===== config.mk =====
export PLATFORM = sky130hd
export DESIGN_NAME = ambi_core_p
export DESIGN_NICKNAME = d
export VERILOG_FILES = /design/src/rtl/ambi_core_p.sv
export SDC_FILE = /design/constraint.sdc
export NUM_CORES = 1
export LEC_CHECK = 0
export CAP_MARGIN = 20
export CORE_MARGIN = 2
export CORE_UTILIZATION = 45
export CTS_BUF_LIST = sky130_fd_sc_hd__clkbuf_8 sky130_fd_sc_hd__clkbuf_16
export DETAILED_ROUTE_END_ITERATION = 10
export GPL_TIMING_DRIVEN = 0
export PLACE_DENSITY = 0.7
export RECOVER_POWER = 25
export SYNTH_ARGS = -nofsm -noshare
export SYNTH_HDL_FRONTEND = slang
export SYNTH_SLANG_ARGS = --single-unit

===== constraint.sdc =====
create_clock -name clk -period 5.7 [get_ports clk]
set_input_delay 1.14 -clock clk [delete_from_list [all_inputs] [get_ports clk]]
set_output_delay 1.14 -clock clk [all_outputs]
set_load 0.005 [all_outputs]

===== src/rtl/ambi_core_p.sv =====
// ambi_core_p: parametrised accumulator CPU core.
// Fetches {opcode,operand} from an external imem at pc and accesses an external dmem
// at operand. A ready handshake lets memory ops stretch over several cycles.
// Optional feature: define AMBI_MUL_EN to turn opcode C into an unsigned multiply.
// When it is undefined, opcode C is a NOP and no multiplier is built.
module ambi_core_p #(
  parameter int DATA_W   = 16,
  parameter int ADDR_W   = 8,
  parameter int OPCODE_W = 4
) (
  input  logic                clk,
  input  logic                rst,
  output logic [ADDR_W-1:0]   pc,
  input  logic [OPCODE_W-1:0] opcode,
  input  logic [ADDR_W-1:0]   operand,
  input  logic [DATA_W-1:0]   ddatain,
  input  logic                dready,
  output logic [DATA_W-1:0]   accum,
  output logic                we,
  output logic                re,
  output logic                carry,
  output logic                halted
);

  localparam logic [3:0] OP_NOP  = 4'h0;
  localparam logic [3:0] OP_LD   = 4'h1;
  localparam logic [3:0] OP_ST   = 4'h2;
  localparam logic [3:0] OP_ADD  = 4'h3;
  localparam logic [3:0] OP_SUB  = 4'h4;
  localparam logic [3:0] OP_AND  = 4'h5;
  localparam logic [3:0] OP_OR   = 4'h6;
  localparam logic [3:0] OP_XOR  = 4'h7;
  localparam logic [3:0] OP_JMP  = 4'h8;
  localparam logic [3:0] OP_JZ   = 4'h9;
  localparam logic [3:0] OP_JC   = 4'hA;
  localparam logic [3:0] OP_LDI  = 4'hB;
  localparam logic [3:0] OP_MUL  = 4'hC;
  localparam logic [3:0] OP_HALT = 4'hF;

  typedef enum logic [1:0] {S_EXEC, S_WAIT, S_HALT} state_t;

  state_t            state, state_nxt;
  logic [3:0]        op;
  logic              is_rd, is_st, is_mem, retire;
  logic [ADDR_W-1:0] pc_nxt;
  logic [DATA_W:0]   alu_res;

  // Result of a retiring instruction as {carry, accum}; flags untouched unless the op defines them.
  function automatic logic [DATA_W:0] alu(input logic [3:0] f, input logic [DATA_W-1:0] a,
                                          input logic [DATA_W-1:0] d, input logic c,
                                          input logic [ADDR_W-1:0] imm);
    logic [DATA_W:0] r;
`ifdef AMBI_MUL_EN
    logic [2*DATA_W-1:0] prod;
`endif
    r = {c, a};
    case (f)
      OP_LD:  r = {c, d};
      OP_ADD: r = {1'b0, a} + {1'b0, d};
      OP_SUB: r = {(d > a), a - d};
      OP_AND: r = {c, a & d};
      OP_OR:  r = {c, a | d};
      OP_XOR: r = {c, a ^ d};
      OP_LDI: r = {c, DATA_W'(imm)};
`ifdef AMBI_MUL_EN
      OP_MUL: begin
        prod = {{DATA_W{1'b0}}, a} * {{DATA_W{1'b0}}, d};
        r = {|prod[2*DATA_W-1:DATA_W], prod[DATA_W-1:0]};
      end
`endif
      default: r = {c, a};
    endcase
    return r;
  endfunction

  // Decode: opcodes with any bit set above [3:0] are treated as NOP.
  always_comb begin
    op = ((opcode >> 4) == '0) ? opcode[3:0] : OP_NOP;
    is_rd = (op == OP_LD) || (op == OP_ADD) || (op == OP_SUB) ||
            (op == OP_AND) || (op == OP_OR) || (op == OP_XOR);
`ifdef AMBI_MUL_EN
    if (op == OP_MUL) is_rd = 1'b1;
`endif
    is_st  = (op == OP_ST);
    is_mem = is_rd || is_st;
    retire = (state != S_HALT) && (op != OP_HALT) && (!is_mem || dready);
  end

  // State register; reset abandons any outstanding access.
  always_ff @(posedge clk) begin
    if (rst) state <= S_EXEC;
    else     state <= state_nxt;
  end

  // Next-state logic.
  always_comb begin
    state_nxt = state;
    case (state)
      S_EXEC: begin
        if (op == OP_HALT)          state_nxt = S_HALT;
        else if (is_mem && !dready) state_nxt = S_WAIT;
      end
      S_WAIT:  if (dready) state_nxt = S_EXEC;
      default: state_nxt = S_HALT;
    endcase
  end

  // Outputs: strobes stay up through WAIT because pc (and so opcode/operand) is held.
  always_comb begin
    re     = !rst && (state != S_HALT) && is_rd;
    we     = !rst && (state != S_HALT) && is_st;
    halted = (state == S_HALT);
  end

  // Next pc and retire result; jump conditions use the flags before this instruction.
  always_comb begin
    pc_nxt = pc + ADDR_W'(1);
    case (op)
      OP_JMP:  pc_nxt = operand;
      OP_JZ:   if (accum == '0) pc_nxt = operand;
      OP_JC:   if (carry) pc_nxt = operand;
      default: ;
    endcase
    alu_res = alu(op, accum, ddatain, carry, operand);
  end

  // Architectural state updates on retire.
  always_ff @(posedge clk) begin
    if (rst) begin
      pc    <= '0;
      accum <= '0;
      carry <= 1'b0;
    end else if (retire) begin
      pc    <= pc_nxt;
      accum <= alu_res[DATA_W-1:0];
      carry <= alu_res[DATA_W];
    end
  end

endmodule

==> impl_metrics.csv, run 1 <==
group,metric,value,unit
route,drtIter0Drc,421,
global_route,grt_max_degree,17,
finish,nNetsFinal,679,
cts,cts_buffers,3,
worst_setup_path,end_kind,"output pin",
die,rows,33,
synthesis,ys_seq_elements,27,
hold_path,hp-class,"reg2reg",
worst_setup_path,worst_r2r_path_depth,10,
synthesis,synth_area,3820,um2
worst_setup_path,crit_family,"buffers and inverters",
cts,ctsHoldBuffers,0,
cts,path_clk_slew,0.12,ns
cts,htreeDepth,1,
finish,diodes,0,
run,maxCapViolations,0,
synthesis,yosysUniqueCellTypes,78,
worst_setup_path,setup.worst_path.class,"in2out",
cts,clock_latency,0.30,ns
global_route,grt_pass1_vias,4260,
sta,finalHoldViolations,0,
route,drtPass1Iterations,5,
global_route,grt_pass1_wl,22.3,mm
cts,max-clock-path-buffers,2,
sta,final.period_utilization,75.1,%
sta,rsz0062_at_grt,"false",
worst_setup_path,path_buf_inv,3,
worst_setup_path,cp-start-kind,"primary input",
synthesis,synth_edf_count,0,
cts,cts.sinks,27,
synthesis,syn_nets,618,
die,core,8220,um2
finish,stdcell_count,700,
sta,period_needed,4.28,ns
worst_setup_path,crit_required,4.56,ns
sta,setup_viol,0,
status,status,"finished clean",
route,wl_per_cell,20.7,um
route,wl,14.5,mm
route,drc,0,
sta,fin_skew,0.0104,ns
sta,slew_headroom,31.1,%
finish,drive_gt1_share,6.22,%
placed_design,dp_hpwl,10.7,mm
synthesis,synth-main-ff-cell,"dfxtp_1",
global_route,grt_usage,31.6,%
synthesis,ys_seq_area_share,14.1,%
worst_setup_path,worstPathCellList,"clkdlybuf4s50_1 -> clkbuf_1 -> nor2_1 -> nor4_1 -> clkdlybuf4s50_1",
worst_setup_path,r2r-start,"accum[2]",
route,ant_nets,0,
die,die_w,96.2,um
sta,fmax,234,MHz
die,die_area,9250,um2
worst_setup_path,cpPeakStageDelay,0.56,ns
synthesis,ys.warnings.count,0,
die,ios,59,
cts,post_cts_resized,0,
worst_setup_path,critical-path-slowest-cell,"clkdlybuf4s50_1",
synthesis,synthAdderAreaFrac,17.4,%
placed_design,gp_congestion,0.983,
hold_path,min_from,"state[1]",
finish,area_delta_synth_final,19.3,%
route,via_per_inst,6.47,
die,die_y,96.2,um
power,p_leak,1.83,nW
synthesis,synth-xor-area-share,0.458,%
cts,post-cts-setup-buffer-count,0,
placed_design,io_buffers,56,
die,start_util,46.5,%
route,wl_met3,1.23,mm
global_route,grt_antenna_before_repair,0,
sta,finalSetupTns,0,ns
global_route,grt_overflow_total,0,
cts,cts_tree,"done",
hold_path,hold_path_end,"state[0]",
route,wl_met1,6.29,mm
finish,final_common_cell,"a21oi_1",
power,power_density,158,nW/um2
worst_setup_path,path_max_fanout,10,
worst_setup_path,cp.arrival,3.14,ns
worst_setup_path,timing.rr.end,"accum[14]",
route,vias,4527,
synthesis,netlist_instances,535,
route,top_layer_used,"met4",
power,peakVddDrop,99.5,uV
hold_path,whs_path_depth,1,
synthesis,synth_mux_area_share,0.818,%
synthesis,synth_compound_area_share,37.4,%
synthesis,synth_top_family_by_area,"compound AO/OA/AOI/OAI gates",
synthesis,avgSynthCellArea,7.15,um2
worst_setup_path,rrSetupSlack,2.51,ns
cts,cts-root-buf,"clkbuf_8",
sta,worst_pin_slew,1.03,ns
sta,slew_violations,0,
worst_setup_path,path_common_cell,"clkdlybuf4s50_1",
synthesis,synthSimpleGateAreaFrac,21.0,%
synthesis,ys_async_sr_fraction,0,%
placed_design,dp_cells,696,
route,wl_met2,6.55,mm
finish,most-common-layout-cells,"a21oi_1 (65), inv_1 (50), ha_1 (50)",
## metrics by stage
step                instance area (um2)  utilization, %  hold WS, ns  total power, mW  setup slack (ns)
CTS                                4560            55.6        0.477            0.717              1.46
global route                       4560            55.5        0.519            0.763              1.29
finish                             4560            55.5        0.479            0.722              1.42
global placement                   4520            55.0        0.449            0.579              1.37
floorplan                          3820               -        0.423            0.450              2.53
detailed placement                 4520            55.0        0.457            0.583              1.40
## how the worst max path moves through the flow
stage                     startpoint   endpoint  slack, ns  depth (start not counted)
after detailed placement  ddatain[7]  accum[14]       1.40                         11
after global routing       opcode[2]         re       1.29                          5
after CTS                  opcode[1]         we       1.46                          6
after global placement    ddatain[0]  accum[14]       1.37                         12
final                      opcode[2]         re       1.42                          5
after floorplan           ddatain[0]  accum[12]       2.53                         11
## registers in the layout, indices dropped and copies added, names as in the netlist
signal	count
accum	16
carry	1
pc	8
state	2
## area by class of cell
| cell class | count | area (um2) |
|---|---|---|
| clock inverters | 1 | 7.51 |
| inverters | 52 | 195 |
| repair buffers | 56 | 561 |
| well taps | 105 | 131 |
| multi-input cells | 430 | 2950 |
| fillers | 809 | 3650 |
| flip-flops and latches | 27 | 541 |
| plain buffers | 26 | 139 |
| clock buffers | 3 | 41.3 |
## cell usage after synthesis, types with 3 or more instances
cell | number | area, um2
and3_1 | 4 | 25.0
o31ai_1 | 4 | 30.0
o22ai_1 | 5 | 31.3
nor2_1 | 44 | 165
a31oi_1 | 4 | 25.0
nand2b_1 | 6 | 37.5
nor3_1 | 15 | 75.1
and2_1 | 3 | 18.8
buf_2 | 12 | 60.1
a211o_1 | 3 | 26.3
inv_1 | 50 | 188
o32ai_1 | 3 | 26.3
o21bai_1 | 4 | 30.0
o21a_1 | 3 | 22.5
nor4_1 | 10 | 62.6
a21oi_1 | 65 | 325
clkbuf_1 | 8 | 30.0
o31a_1 | 3 | 26.3
a311oi_1 | 3 | 26.3
nand2_1 | 44 | 165
a22oi_1 | 3 | 22.5
nand3_1 | 9 | 45.0
o211ai_1 | 3 | 22.5
dfxtp_1 | 27 | 541
a221o_1 | 4 | 40.0
a211oi_1 | 11 | 82.6
o21ai_0 | 46 | 230
ha_1 | 50 | 626
a21o_1 | 5 | 37.5
nand3b_1 | 5 | 37.5
nor2b_1 | 5 | 31.3
a221oi_1 | 8 | 70.1
nor3_2 | 3 | 30.0
o221ai_1 | 7 | 61.3
## where the power goes
part	leakage, nW	internal, mW	switching, mW
Combinational	1.59	0.147	0.216
Clock	0.0217	0.0503	0.0841
Sequential	0.221	0.203	0.0222
## worst reg2reg max path, delay by kind of cell, from the launching register on
kind / cells / cell delay [ns]
buffers and inverters: 1 / 0.08
multiplexers: 1 / 0.37
adder cells (fa/ha/maj): 1 / 0.39
AO/OA/AOI/OAI: 6 / 1.62
AND/OR/NAND/NOR: 1 / 0.14
flip-flops: 1 / 0.48
## cells by family after synthesis
kind of cell               after synthesis
AOI/OAI and AO/OA                      211
and+or+nand+nor                        162
buffers and inverters                   78
adders and majority gates               52
DFF                                     27
muxes                                    3
xor gates and xnor gates                 2
## metal layers
layer  track usage (%)  up-vias
li1                  -     2094
met1              43.2     2164
met2              50.5      233
met3              4.39       36
met4              11.0        0
met5                 0        -
No activity file was read; power rests on OpenSTA's default activity.
==> run 2: changes to the inputs <==
clock period = 4.35 ns   (was 5.7 ns; I/O delays follow)
==> results of run 2 <==
The final DEF is identical to that of run 1. Status: finished clean.
Among the figures that moved: setup slack after placement 1.40 ns -> 0.324 ns; setup slack after layout 1.42 ns -> 0.520 ns; start point of the critical path opcode[2] -> ddatain[2]; end point of the critical path re -> accum[14]; register-to-register setup slack 2.51 ns -> 1.16 ns; total power 0.722 mW -> 0.946 mW; worst IR drop on VDD 99.5 uV -> 130 uV
==> run 3: changes to the inputs <==
CELL_PAD_IN_SITES_DETAIL_PLACEMENT = 0   (was unset)
CELL_PAD_IN_SITES_GLOBAL_PLACEMENT = 1   (was unset)
CORE_UTILIZATION = 40   (was 45)
MAX_ROUTING_LAYER = met4   (was unset)
PLACE_DENSITY = 0.83   (was 0.7)
==> impl_metrics.csv, run 3 (synthesized netlist as in run 1, its figures left out) <==
group,metric,value,unit
worst_setup_path,worstPathCellList,"clkdlybuf4s50_1 -> ha_1 -> inv_1 -> fa_1 -> nand2b_1 -> a21oi_1 -> a211oi_1 -> o31ai_1 -> a21oi_1 -> mux2_2 -> o21ai_0 -> o31ai_1",
die,start_util,41.4,%
global_route,grt_overflow_total,0,
route,via_per_inst,6.08,
finish,largest_reg_flops,16,
route,wl_met2,6.87,mm
finish,top_regs,"accum (16), pc (8), state (2)",
sta,slew_violations,0,
power,internal_power,0.524,mW
cts,post-cts-setup-buffer-count,0,
cts,path_clk_slew,0.13,ns
worst_setup_path,cp.arrival,4.04,ns
global_route,grt_antenna_before_repair,0,
power,clkPwrFrac,19.2,%
worst_setup_path,crit_family,"compound AO/OA/AOI/OAI gates",
global_route,grt_max_degree,17,
sta,worst_pin_slew,0.965,ns
run,maxCapViolations,0,
worst_setup_path,cp-start-kind,"primary input",
worst_setup_path,rrSetupSlack,1.15,ns
die,die_area,10400,um2
sta,fin_skew,0.00678,ns
route,wl_met1,6.48,mm
placed_design,dp_hpwl,11.0,mm
finish,diodes,0,
worst_setup_path,setup.worst_path.class,"in2reg",
placed_design,io_buffers,56,
cts,cts-root-buf,"clkbuf_8",
route,drc,0,
route,drtIter0Drc,311,
finish,largest_register,"accum",
status,status,"finished clean",
cts,cts_tree,"done",
sta,finalSetupTns,0,ns
sta,period_needed,3.86,ns
route,wl_met3,933,um
die,ios,59,
global_route,grt_pass1_vias,4121,
finish,nNetsFinal,679,
worst_setup_path,cpPeakStageDelay,0.64,ns
sta,rsz0062_at_grt,"false",
power,peakVddDrop,112,uV
worst_setup_path,path_max_fanout,4,
worst_setup_path,end_kind,"flip-flop",
finish,drive_gt1_share,6.22,%
route,vias,4401,
worst_setup_path,crit_required,4.54,ns
sta,finalHoldViolations,0,
global_route,grt_pass1_wl,22.5,mm
sta,fmax,259,MHz
route,ant_nets,0,
sta,fin_ws,0.495,ns
route,drtPass1Iterations,5,
finish,stdcell_count,724,
cts,cts.sinks,27,
route,wl_per_cell,20.2,um
power,power,0.952,mW
die,rows,35,
route,top_layer_used,"met4",
die,die_w,102,um
power,pwr-share-seq,31.0,%
sta,slew_headroom,35.3,%
cts,post_cts_resized,0,
power,p_leak,1.83,nW
power,swShare,44.9,%
power,p_switching,0.428,mW
power,combPwrFrac,49.7,%
sta,final.period_utilization,88.6,%
die,core,9240,um2
finish,area_delta_synth_final,20.1,%
power,power_density,207,nW/um2
cts,cts_buffers,3,
die,die_y,102,um
worst_setup_path,critical-path-slowest-cell,"a211oi_1",
cts,max-clock-path-buffers,2,
finish,most-common-layout-cells,"a21oi_1 (65), inv_1 (50), ha_1 (50)",
global_route,grt_usage,29.3,%
worst_setup_path,path_buf_inv,2,
finish,final_common_cell,"a21oi_1",
cts,clock_latency,0.30,ns
hold_path,hp-class,"reg2reg",
route,wl,14.7,mm
placed_design,gp_congestion,0.944,
cts,htreeDepth,1,
placed_design,dp_cells,720,
cts,ctsHoldBuffers,0,
sta,setup_viol,0,
placed_design,preCtsSetupSlack,0.293,ns
==> run 3: cell counts in the layout (fill, tap and decap cells not counted) <==
No cell type changed its count.
==> run 3: worst register-to-register path, cell delays in order, from the launching register on <==
cell      delay, ns
dfxtp_1        0.50
inv_1          0.08
ha_1           0.29
buf_6          0.15
and3_1         0.20
a211oi_1       0.64
o31ai_1        0.22
a21oi_1        0.39
mux2_2         0.38
o21ai_0        0.15
o31ai_1        0.10
==> run 3: stage by stage <==
step | utilization, % | hold WS (ns) | instance area (um2)
finish | 49.7 | 0.478 | 4590
global placement | 49.2 | 0.439 | 4550
floorplan | - | 0.423 | 3820
global route | 49.7 | 0.515 | 4590
detailed placement | 49.2 | 0.447 | 4550
CTS | 49.7 | 0.468 | 4590
==> run 3: worst paths after layout <==
kind,startpoint,endpoint,depth (start not counted)
worst max-delay path,ddatain[0],accum[14],12
worst min-delay path,state[1],state[0],1
worst max register to register,accum[7],accum[14],10
worst min register to register,state[1],state[0],1
==> run 3: area by class of cell <==
class                      count  area (um2)
clock inverter                 1        7.51
buffer                        26         139
sequential                    27         541
clock buffer                   3        41.3
tap                          129         161
inverter                      52         195
timing repair buffer          56         561
multi-input combinational    430        2950
fill                         956        4650
==> run 3: metal layers <==
layer | vias to the layer above | track usage (%)
met5 | - | -
met4 | 0 | 9.56
met3 | 31 | 2.07
met2 | 201 | 46.9
met1 | 2076 | 39.0
li1 | 2093 | -
==> run 3: power groups by stage <==
stage               logic, mW  clock network [mW]  registers, mW
finish                  0.473               0.183          0.295
floorplan               0.296                   0          0.294
global route            0.517               0.193          0.299
CTS                     0.467               0.183          0.295
detailed placement      0.463                   0          0.301
global placement        0.464                   0          0.299
